### src/rtl/uart_tx_arbiter_if.sv
// Source/transmitter handshake bundle shared by the UART TX arbiter.
// slave: arbiter side; master: the game-logic sources plus the UART TX core.
interface uart_tx_arbiter_if #(
  parameter int unsigned NUM_REQ = 3
);
  logic [NUM_REQ-1:0]   req;
  logic [8*NUM_REQ-1:0] data;
  logic [NUM_REQ-1:0]   last;
  logic [NUM_REQ-1:0]   ack;
  logic [NUM_REQ-1:0]   grant;
  logic [7:0]           tx_data;
  logic                 tx_start;
  logic                 tx_busy;

  modport slave (
    input  req, data, last, tx_busy,
    output ack, grant, tx_data, tx_start
  );

  modport master (
    output req, data, last, tx_busy,
    input  ack, grant, tx_data, tx_start
  );
endinterface

### src/rtl/uart_tx_arbiter.sv
// Round-robin, packet-granular arbiter sharing one UART transmitter between
// several byte-stream sources; grants are held until the packet's last byte.
module uart_tx_arbiter #(
  parameter int unsigned NUM_REQ      = 3,
  parameter int unsigned IDLE_TIMEOUT = 4096
) (
  input logic          clk,
  input logic          rst_n,
  uart_tx_arbiter_if.slave bus
);

  localparam int unsigned IW = (NUM_REQ > 1) ? $clog2(NUM_REQ) : 1;
  localparam int unsigned TW = $clog2(IDLE_TIMEOUT);
  localparam int unsigned AW = 2;
  localparam logic [AW-1:0] ACC_LAST = AW'(3);

  typedef enum logic [1:0] {
    IDLE,
    SEND,
    WAIT_ACC,
    WAIT_DONE
  } state_t;

  state_t               state, state_nxt;
  logic [IW-1:0]        rr, rr_nxt;
  logic [TW-1:0]        to_cnt, to_cnt_nxt;
  logic [AW-1:0]        acc_cnt, acc_cnt_nxt;
  logic                 pkt_end, pkt_end_nxt;
  logic [NUM_REQ-1:0]   grant_q, grant_nxt;
  logic [NUM_REQ-1:0]   ack_q, ack_nxt;
  logic [7:0]           tx_data_q, tx_data_nxt;
  logic                 tx_start_q, tx_start_nxt;

  logic [7:0]           src_data [NUM_REQ];
  logic                 cur_req;
  logic                 cur_last;
  logic [7:0]           cur_data;
  logic                 pick_found;
  logic [IW-1:0]        pick_idx;
  logic [IW-1:0]        cand;

  for (genvar i = 0; i < int'(NUM_REQ); i++) begin : g_slice
    assign src_data[i] = bus.data[8*i +: 8];
  end

  // rr always holds the current (or most recent) owner
  assign cur_req  = bus.req[rr];
  assign cur_last = bus.last[rr];
  assign cur_data = src_data[rr];

  assign bus.grant    = grant_q;
  assign bus.ack      = ack_q;
  assign bus.tx_data  = tx_data_q;
  assign bus.tx_start = tx_start_q;

  // First requester after the previous winner, wrapping modulo NUM_REQ
  always_comb begin
    pick_found = 1'b0;
    pick_idx   = rr;
    cand       = rr;
    for (int j = 0; j < int'(NUM_REQ); j++) begin
      cand = (cand == IW'(NUM_REQ - 1)) ? '0 : cand + IW'(1);
      if (!pick_found && bus.req[cand]) begin
        pick_found = 1'b1;
        pick_idx   = cand;
      end
    end
  end

  always_ff @(posedge clk or negedge rst_n) begin
    if (!rst_n) begin
      state      <= IDLE;
      rr         <= IW'(NUM_REQ - 1);
      to_cnt     <= '0;
      acc_cnt    <= '0;
      pkt_end    <= 1'b0;
      grant_q    <= '0;
      ack_q      <= '0;
      tx_data_q  <= '0;
      tx_start_q <= 1'b0;
    end else begin
      state      <= state_nxt;
      rr         <= rr_nxt;
      to_cnt     <= to_cnt_nxt;
      acc_cnt    <= acc_cnt_nxt;
      pkt_end    <= pkt_end_nxt;
      grant_q    <= grant_nxt;
      ack_q      <= ack_nxt;
      tx_data_q  <= tx_data_nxt;
      tx_start_q <= tx_start_nxt;
    end
  end

  always_comb begin
    state_nxt    = state;
    rr_nxt       = rr;
    to_cnt_nxt   = to_cnt;
    acc_cnt_nxt  = '0;
    pkt_end_nxt  = pkt_end;
    grant_nxt    = grant_q;
    ack_nxt      = '0;
    tx_data_nxt  = tx_data_q;
    tx_start_nxt = 1'b0;

    case (state)
      IDLE: begin
        to_cnt_nxt = '0;
        if (pick_found) begin
          grant_nxt = NUM_REQ'(1) << pick_idx;
          rr_nxt    = pick_idx;
          state_nxt = SEND;
        end
      end

      SEND: begin
        if (cur_req) begin
          to_cnt_nxt = '0;
          if (!bus.tx_busy) begin
            tx_start_nxt = 1'b1;
            tx_data_nxt  = cur_data;
            ack_nxt      = NUM_REQ'(1) << rr;
            pkt_end_nxt  = cur_last;
            state_nxt    = WAIT_ACC;
          end
        end else if (to_cnt == TW'(IDLE_TIMEOUT - 1)) begin
          // source stalled mid-packet for too long: abandon the packet
          to_cnt_nxt = '0;
          grant_nxt  = '0;
          state_nxt  = IDLE;
        end else begin
          to_cnt_nxt = to_cnt + TW'(1);
        end
      end

      WAIT_ACC: begin
        // a TX core that finishes before busy is seen must not deadlock us
        if (bus.tx_busy || acc_cnt == ACC_LAST) begin
          state_nxt = WAIT_DONE;
        end else begin
          acc_cnt_nxt = acc_cnt + AW'(1);
        end
      end

      WAIT_DONE: begin
        if (!bus.tx_busy) begin
          if (pkt_end) begin
            grant_nxt = '0;
            state_nxt = IDLE;
          end else begin
            state_nxt = SEND;
          end
        end
      end

      default: state_nxt = IDLE;
    endcase
  end

endmodule

### src/flat_wrapper.sv
// flat-port wrapper written by rule: the top's interface ports become plain ports
module uart_tx_arbiter_flat 
#(
  parameter int unsigned NUM_REQ      = 3,
  parameter int unsigned IDLE_TIMEOUT = 4096
)
  (clk, rst_n, bus_req, bus_data, bus_last, bus_tx_busy, bus_ack, bus_grant, bus_tx_data, bus_tx_start);
  uart_tx_arbiter_if #(.NUM_REQ(NUM_REQ)) bus_i ();
  input logic clk;
  input logic rst_n;
  input wire logic [$bits(bus_i.req)-1:0] bus_req;
  input wire logic [$bits(bus_i.data)-1:0] bus_data;
  input wire logic [$bits(bus_i.last)-1:0] bus_last;
  input wire logic [$bits(bus_i.tx_busy)-1:0] bus_tx_busy;
  output wire logic [$bits(bus_i.ack)-1:0] bus_ack;
  output wire logic [$bits(bus_i.grant)-1:0] bus_grant;
  output wire logic [$bits(bus_i.tx_data)-1:0] bus_tx_data;
  output wire logic [$bits(bus_i.tx_start)-1:0] bus_tx_start;
  assign bus_i.req = bus_req;
  assign bus_i.data = bus_data;
  assign bus_i.last = bus_last;
  assign bus_i.tx_busy = bus_tx_busy;
  assign bus_ack = bus_i.ack;
  assign bus_grant = bus_i.grant;
  assign bus_tx_data = bus_i.tx_data;
  assign bus_tx_start = bus_i.tx_start;
  uart_tx_arbiter #(.NUM_REQ(NUM_REQ), .IDLE_TIMEOUT(IDLE_TIMEOUT)) u_core (.clk(clk), .rst_n(rst_n), .bus(bus_i));
endmodule
### config.mk
export PLATFORM = sky130hd
export DESIGN_NAME = uart_tx_arbiter_flat
export DESIGN_NICKNAME = d
export VERILOG_FILES = /design/src/rtl/uart_tx_arbiter_if.sv /design/src/rtl/uart_tx_arbiter.sv /design/src/flat_wrapper.sv
export SDC_FILE = /design/constraint.sdc
export NUM_CORES = 1
export LEC_CHECK = 0
export BUFFER_PORTS_ARGS = -buffer_cell sky130_fd_sc_hd__clkbuf_2
export CORE_ASPECT_RATIO = 1.5
export CORE_MARGIN = 2
export CORE_UTILIZATION = 35
export CTS_CLUSTER_SIZE = 24
export DETAILED_ROUTE_END_ITERATION = 8
export GPL_ROUTABILITY_DRIVEN = 0
export MAX_ROUTING_LAYER = met4
export PLACE_DENSITY = 0.58
export SYNTH_ARGS = -nofsm -noshare
export SYNTH_HDL_FRONTEND = slang
export SYNTH_SLANG_ARGS = --single-unit
### constraint.sdc
create_clock -name clk -period 2.78 [get_ports clk]
set_input_delay 0.417 -clock clk [delete_from_list [all_inputs] [get_ports clk]]
set_output_delay 0.417 -clock clk [all_outputs]
set_load 0.1 [all_outputs]
After elaboration in Yosys (flattened, before gate mapping)
Index checks and enable logic that the tools add are counted.

Register bits: 34. Bits in latches: 0. Bits in writable memories: 0. Memory bits (read-only): 0. Input bits: 33. Output and inout port bits: 15. Memories kept: 0.

$add $sub $neg: 5. Multipliers: 0. Div/mod/pow operators: 0. Magnitude comparators: 5. Equal/unequal tests: 16. Shift-type cells: 2. Multiplexer cells: 47. Bitwise operators: 2. Reduce and logical (&&, ||, !) cells: 12.

Operators with widths (number): 2-to-1 mux 2 bit (14); 2-to-1 mux 12 bit (2); 2-to-1 mux 3 bit (8); case mux 12 bit (2 select lines) (1); binary-select mux 8 bit (select 2 bit) (1); 2-to-1 mux 8 bit (2); adder 12 x 1 -> 12 bit, second input constant (1); equality test 12 bit, second input constant (1); equality test 2 bit, second input constant (6); < comparator 2 x 3 -> 1 bit, second input constant (4); 2-to-1 mux 1 bit (12); binary-select mux 1 bit (select 2 bit) (5); case mux 3 bit (3 select lines) (1); adder 2 x 1 -> 2 bit, second input constant (4); inequality test 2 x 1 -> 1 bit, second input constant (4); case mux 2 bit (4 select lines) (1); AND reduction 6 bit (1); << shifter 1 x 2 -> 3 bit, first input constant (2); AND reduction 5 bit (1); inequality test 2 bit, second input constant (2); >= comparator 3 bit, second input constant (1); inequality test 3 x 1 -> 1 bit, second input constant (1); inequality test 3 bit, second input constant (1); NOT 2 -> 3 bit (1); other kinds (10) (12).

Longest topological paths before layout
Depth after elaboration: 14. Depth in mapped cells: 7. Depth with buffers taken out: 5.

Worst setup path before layout
Ideal clock, no wire load.

Path type: reg-to-reg. From: reg u_core.rr[0]. To: reg u_core.tx_data_q[0], in the netlist u_core.bus.tx_data[0]. Arrival: 1.768 ns. Required time: 2.655 ns. Setup slack: 0.886 ns. Cell stages (with the launch flop): 8. Path buffers: 3. Period minus slack after synthesis: 1.894 ns. Cells stage by stage: dfrtp_1 -> buf_6 -> mux2i_1 -> o21a_1 -> or4_1 -> buf_2 -> buf_6 -> mux2_4.

Word-level cells in the longest chain between the ends: 4.

Ends and longest elaborated chain: start: declaration (line uart_tx_arbiter.sv:25) `logic [IW-1:0] rr, rr_nxt;`; start signal: assignment (line uart_tx_arbiter.sv:73) `rr <= IW'(NUM_REQ - 1);`; start signal: assignment (line uart_tx_arbiter.sv:83) `rr <= rr_nxt;`; NOT 2 -> 3 bit (implied by the code) (line uart_tx_arbiter.sv:49) `assign cur_data = src_data[rr];`; binary-select mux 8 bit (select 2 bit) (line uart_tx_arbiter.sv:49); 2-to-1 mux 8 bit (implied by the code) (2 in series) (line uart_tx_arbiter.sv:49); end signal: assignment (line uart_tx_arbiter.sv:89) `tx_data_q <= tx_data_nxt;`; end: declaration (line uart_tx_arbiter.sv:31) `logic [7:0] tx_data_q, tx_data_nxt;`.

Several ways; a longest one is shown, not always the timed one. The select of a mux whose other input is x is not followed. A chain may end at the register's enable or synchronous reset.

Final worst setup path
From: reg u_core.to_cnt[0]. To: reg u_core.to_cnt[7].

Word-level cells in the longest chain between the ends: 4.

Ends and longest elaborated chain: start: declaration (line uart_tx_arbiter.sv:26) `logic [TW-1:0] to_cnt, to_cnt_nxt;`; start signal: assignment (line uart_tx_arbiter.sv:84) `to_cnt <= to_cnt_nxt;`; adder 12 x 1 -> 12 bit or equality test 12 bit (tied branches) (line uart_tx_arbiter.sv:131, uart_tx_arbiter.sv:125); 2-to-1 mux 12 bit (*) (line uart_tx_arbiter.sv:125) `end else if (to_cnt == TW'(IDLE_TIMEOUT - 1)) begin`; 2-to-1 mux 12 bit (*) (line uart_tx_arbiter.sv:116) `if (cur_req) begin`; case mux 12 bit (2 select lines) (*) (line uart_tx_arbiter.sv:105) `case (state)`.

Every way passes the cells marked *; elsewhere a longest branch is shown, timed or not.

==> key figures <==
Floorplan
  – Die ar.: 5817 um2
  – DIE WIDTH: 62.95 um
  – Initial core utilization: 35.88%
  – Core area: a little over 5000 um2
  – Ports: 48
  – Std-Cell Rows: 32
  – Die H: around 92 um

Placement
  – Port Buffer Count: 47
  – DP HPWL: 2986 um
  – Place WS: 0.5651 ns

Timing
  – Final Max Tran Viols: 0
  – Period utilization: between 70% and 80%
  – Worst Tran Pin Value: 0.8424 ns
  – Clk_skew: around 0.0042 ns
  – RSZ-0062 raised after global routing: false
  – Final worst setup slack: 0.6644 ns
  – Worst relative slew slack: 43.84%
  – Tmin final: ~2.1 ns
  – Setup violators final: 0
  – Hold Fails Final Rpt: 0
  – Post-Route Setup TNS: 0 ns
  – FMAX: 472.7 MHz

Clocking
  – CTS root buf: clkbuf_8
  – CTS max path bufs: 2
  – Num Clock Sinks: 34
  – CTS H-Tree Depth: 2
  – Post-CTS Repair Setup Buffers: 0
  – Num CTS Buffers: 5
  – Worst-path clk slew: around 0.070 ns
  – # resized after CTS: 0
  – Hold buffers post-CTS: 0
  – Worst skew pair latency: 0.28 ns
  – TritonCTS clock tree: built

Cells and area
  – Sequential Area: 852.1 um2
  – Multi-input logic area: 880.8 um2
  – Layout fillers: 538
  – Fraction of layout cells with a size suffix above 1: 28.02%
  – Final nets: 266
  – Area grow syn2layout: 20.23%
  – ANT cells: 0

Pwr
  – Leak Pwr: roughly 1.1 nW
  – PwrDens: approximately 1100 nW/um2
  – Max rail drop VDD: 0.5637 mV
  – Design Power: 2.462 mW

Synth
  – Netlist cell types: 40
  – Mean Syn Cell Area: 9.914 um2
  – Synth top area share: 45.27%
  – Cell with the most instances after synthesis: dfrtp_1
  – EDFF count, synth: 0
  – Sequential area share after synthesis: between 40 and 50%
  – Post-Syn Nets: around 220
  – Cells after Synth: 184
  – Largest cells by area after synthesis: dfrtp_1 45%, mux2i_1 7.1%, o21ai_0 3.8%
  – Syn. warnings: 0
  – Area of the mapped netlist: 1824 um2
  – Dominant cell type by area after synthesis: dfrtp_1
  – Fraction of registers with async set/reset: 100.0%
  – Top post-synthesis cells by count: 33 x dfrtp_1, 15 x nand2_1, 14 x o21ai_0, 13 x mux2i_1, 11 x nor2_1
  – Seq cells post-synth: 34
  – Most used flip-flop cell after synthesis: dfrtp_1

Global route
  – Tot GR Track Use: roughly 16%
  – First-pass GRT wire length: 7107 um
  – Largest net degree at the start of global routing: 35
  – GRT overflow: 0
  – Initial antenna violation count: 0
  – Vias in the first global route: approximately 1.6k

Critical path
  – Worst r2r dst: u_core.to_cnt[7]
  – Critical path buffers and inverters: 0
  – Slowest cell on the critical path: or4_1
  – CP required: a little under 3 ns
  – Crit-path max cell delay: about 0.64 ns
  – FF-to-FF path depth: 5
  – Worst Path Max Fanout: 5
  – Crit end category: flip-flop
  – Top delay family on crit path: simple AND/OR/NAND/NOR gates
  – Critical Path Start Type: flip-flop
  – CP cell instances: ha_1 > nand4_1 > or4_1 > a31oi_1 > nor2_1
  – Critical R2R Launch: u_core.to_cnt[0]
  – Kind of critical path: reg2reg
  – R2r setup slk: 0.66 ns
  – CP arrival: 2.27 ns

Detailed routing
  – DR iter-0 viols: 49
  – Antenna Nets Post-Route: 0
  – DR vias: 1553
  – Vias per inst: approximately 5.2
  – Routed wire length per instance: 13.82 um
  – Wirelength, routed: 4147 um
  – DR pass1 iterations: 5
  – Post-route DRC: 0

Run
  – Max Cap Viol: 0

Min path
  – Worst hold path class: in2async

Outcome
  – Outcome: completed
report_power, final:
group	switching (mW)	leakage, nW	internal (mW)
registers	0.111	0.444	0.630
clock network	0.173	0.0395	0.178
logic	0.993	0.567	0.379
worst max path at each step:
stage,start,end,cells past startpoint
final,u_core.to_cnt[0],u_core.to_cnt[7],5
after global routing,u_core.to_cnt[0],u_core.to_cnt[5],5
after CTS,u_core.to_cnt[0],u_core.to_cnt[9],5
after detailed placement,bus_req[1],u_core.bus.tx_data[0],5
after global placement,bus_req[1],u_core.bus.tx_data[3],5
after floorplan,u_core.rr[0],u_core.bus.tx_data[0],7
layer usage:
layer | GRT usage [%] | part of all wire [%] | wire, um | vias up
met3 | 3.524 | 4.4 | 184 | 8
li1 | - | - | - | 750
met1 | 17.23 | 41 | 1706 | 757
met5 | - | 0 | 0 | -
met4 | 7.778 | 2.2 | 91 | 0
met2 | 27.84 | 52 | 2165 | 38
worst reg2reg max path, stage by stage (launching register included):
cell and delay, ns:
dfrtp_1 0.39, ha_1 0.24, nand4_1 0.19, or4_1 0.64
a31oi_1 0.43, nor2_1 0.09
cells by family after synthesis:
logic type      count (synthesis)  synth area share [%]
flops                          34                 46.71
fa+ha+maj                       2                 1.372
xor+xnor                        5                 2.400
compound gates                 38                 13.31
buf+inv                        20                 5.007
simple gates                   63                 17.69
mux                            22                 13.51
layout by cell type, fill, tap and decap left out, types with 2 or more instances in the layout:
cell,Yosys,layout
mux2_4,4,4
nand2_1,15,15
nor3_1,8,8
nand4_1,2,2
mux2_2,5,5
buf_4,0,3
a22o_1,4,4
a31oi_1,4,4
dfrtp_1,33,33
ha_1,2,2
a21oi_1,5,5
inv_1,10,10
or3_1,4,4
nand3_1,5,5
mux2i_1,13,13
clkbuf_1,7,3
nor3b_1,2,2
a21o_1,2,2
nor2b_1,4,4
nor4_1,4,4
nor2_1,11,11
clkbuf_8,0,5
clkbuf_2,0,47
xnor2_1,5,5
or4_1,2,2
nand3b_1,2,2
o21ai_0,14,14
flip-flops by register name, indices dropped and copies added, names as in the netlist, named ones only:
register / cells
u_core.rr: 2
u_core.bus.tx_start: 1
u_core.pkt_end: 1
u_core.state: 1
u_core.bus.ack: 3
u_core.acc_cnt: 2
u_core.bus.tx_data: 8
u_core.bus.grant: 3
u_core.to_cnt: 12
per-stage QoR:
stage / instance area, um2 / hold WS [ns] / std cells / utilization [%]
3_3_place_gp: 2113 / 0.4256 / 292 / 41.56
3_5_place_dp: 2113 / 0.4230 / 292 / 41.56
5_1_grt: 2193 / 0.3081 / 300 / 43.13
4_1_cts: 2193 / 0.2713 / 300 / 43.13
6_report: 2193 / 0.2285 / 300 / 43.13
2_1_floorplan: 1824 / 0.1214 / 184 / -
final cells by class:
cell class | count | area share [%]
Clock buffer | 8 | 3.651
Inverter | 10 | 1.711
Multi-Input combinational cell | 130 | 40.16
Sequential cell | 34 | 38.85
Tap cell | 68 | 3.879
Timing Repair Buffer | 50 | 11.75
Power figures use the tool's default switching activity.
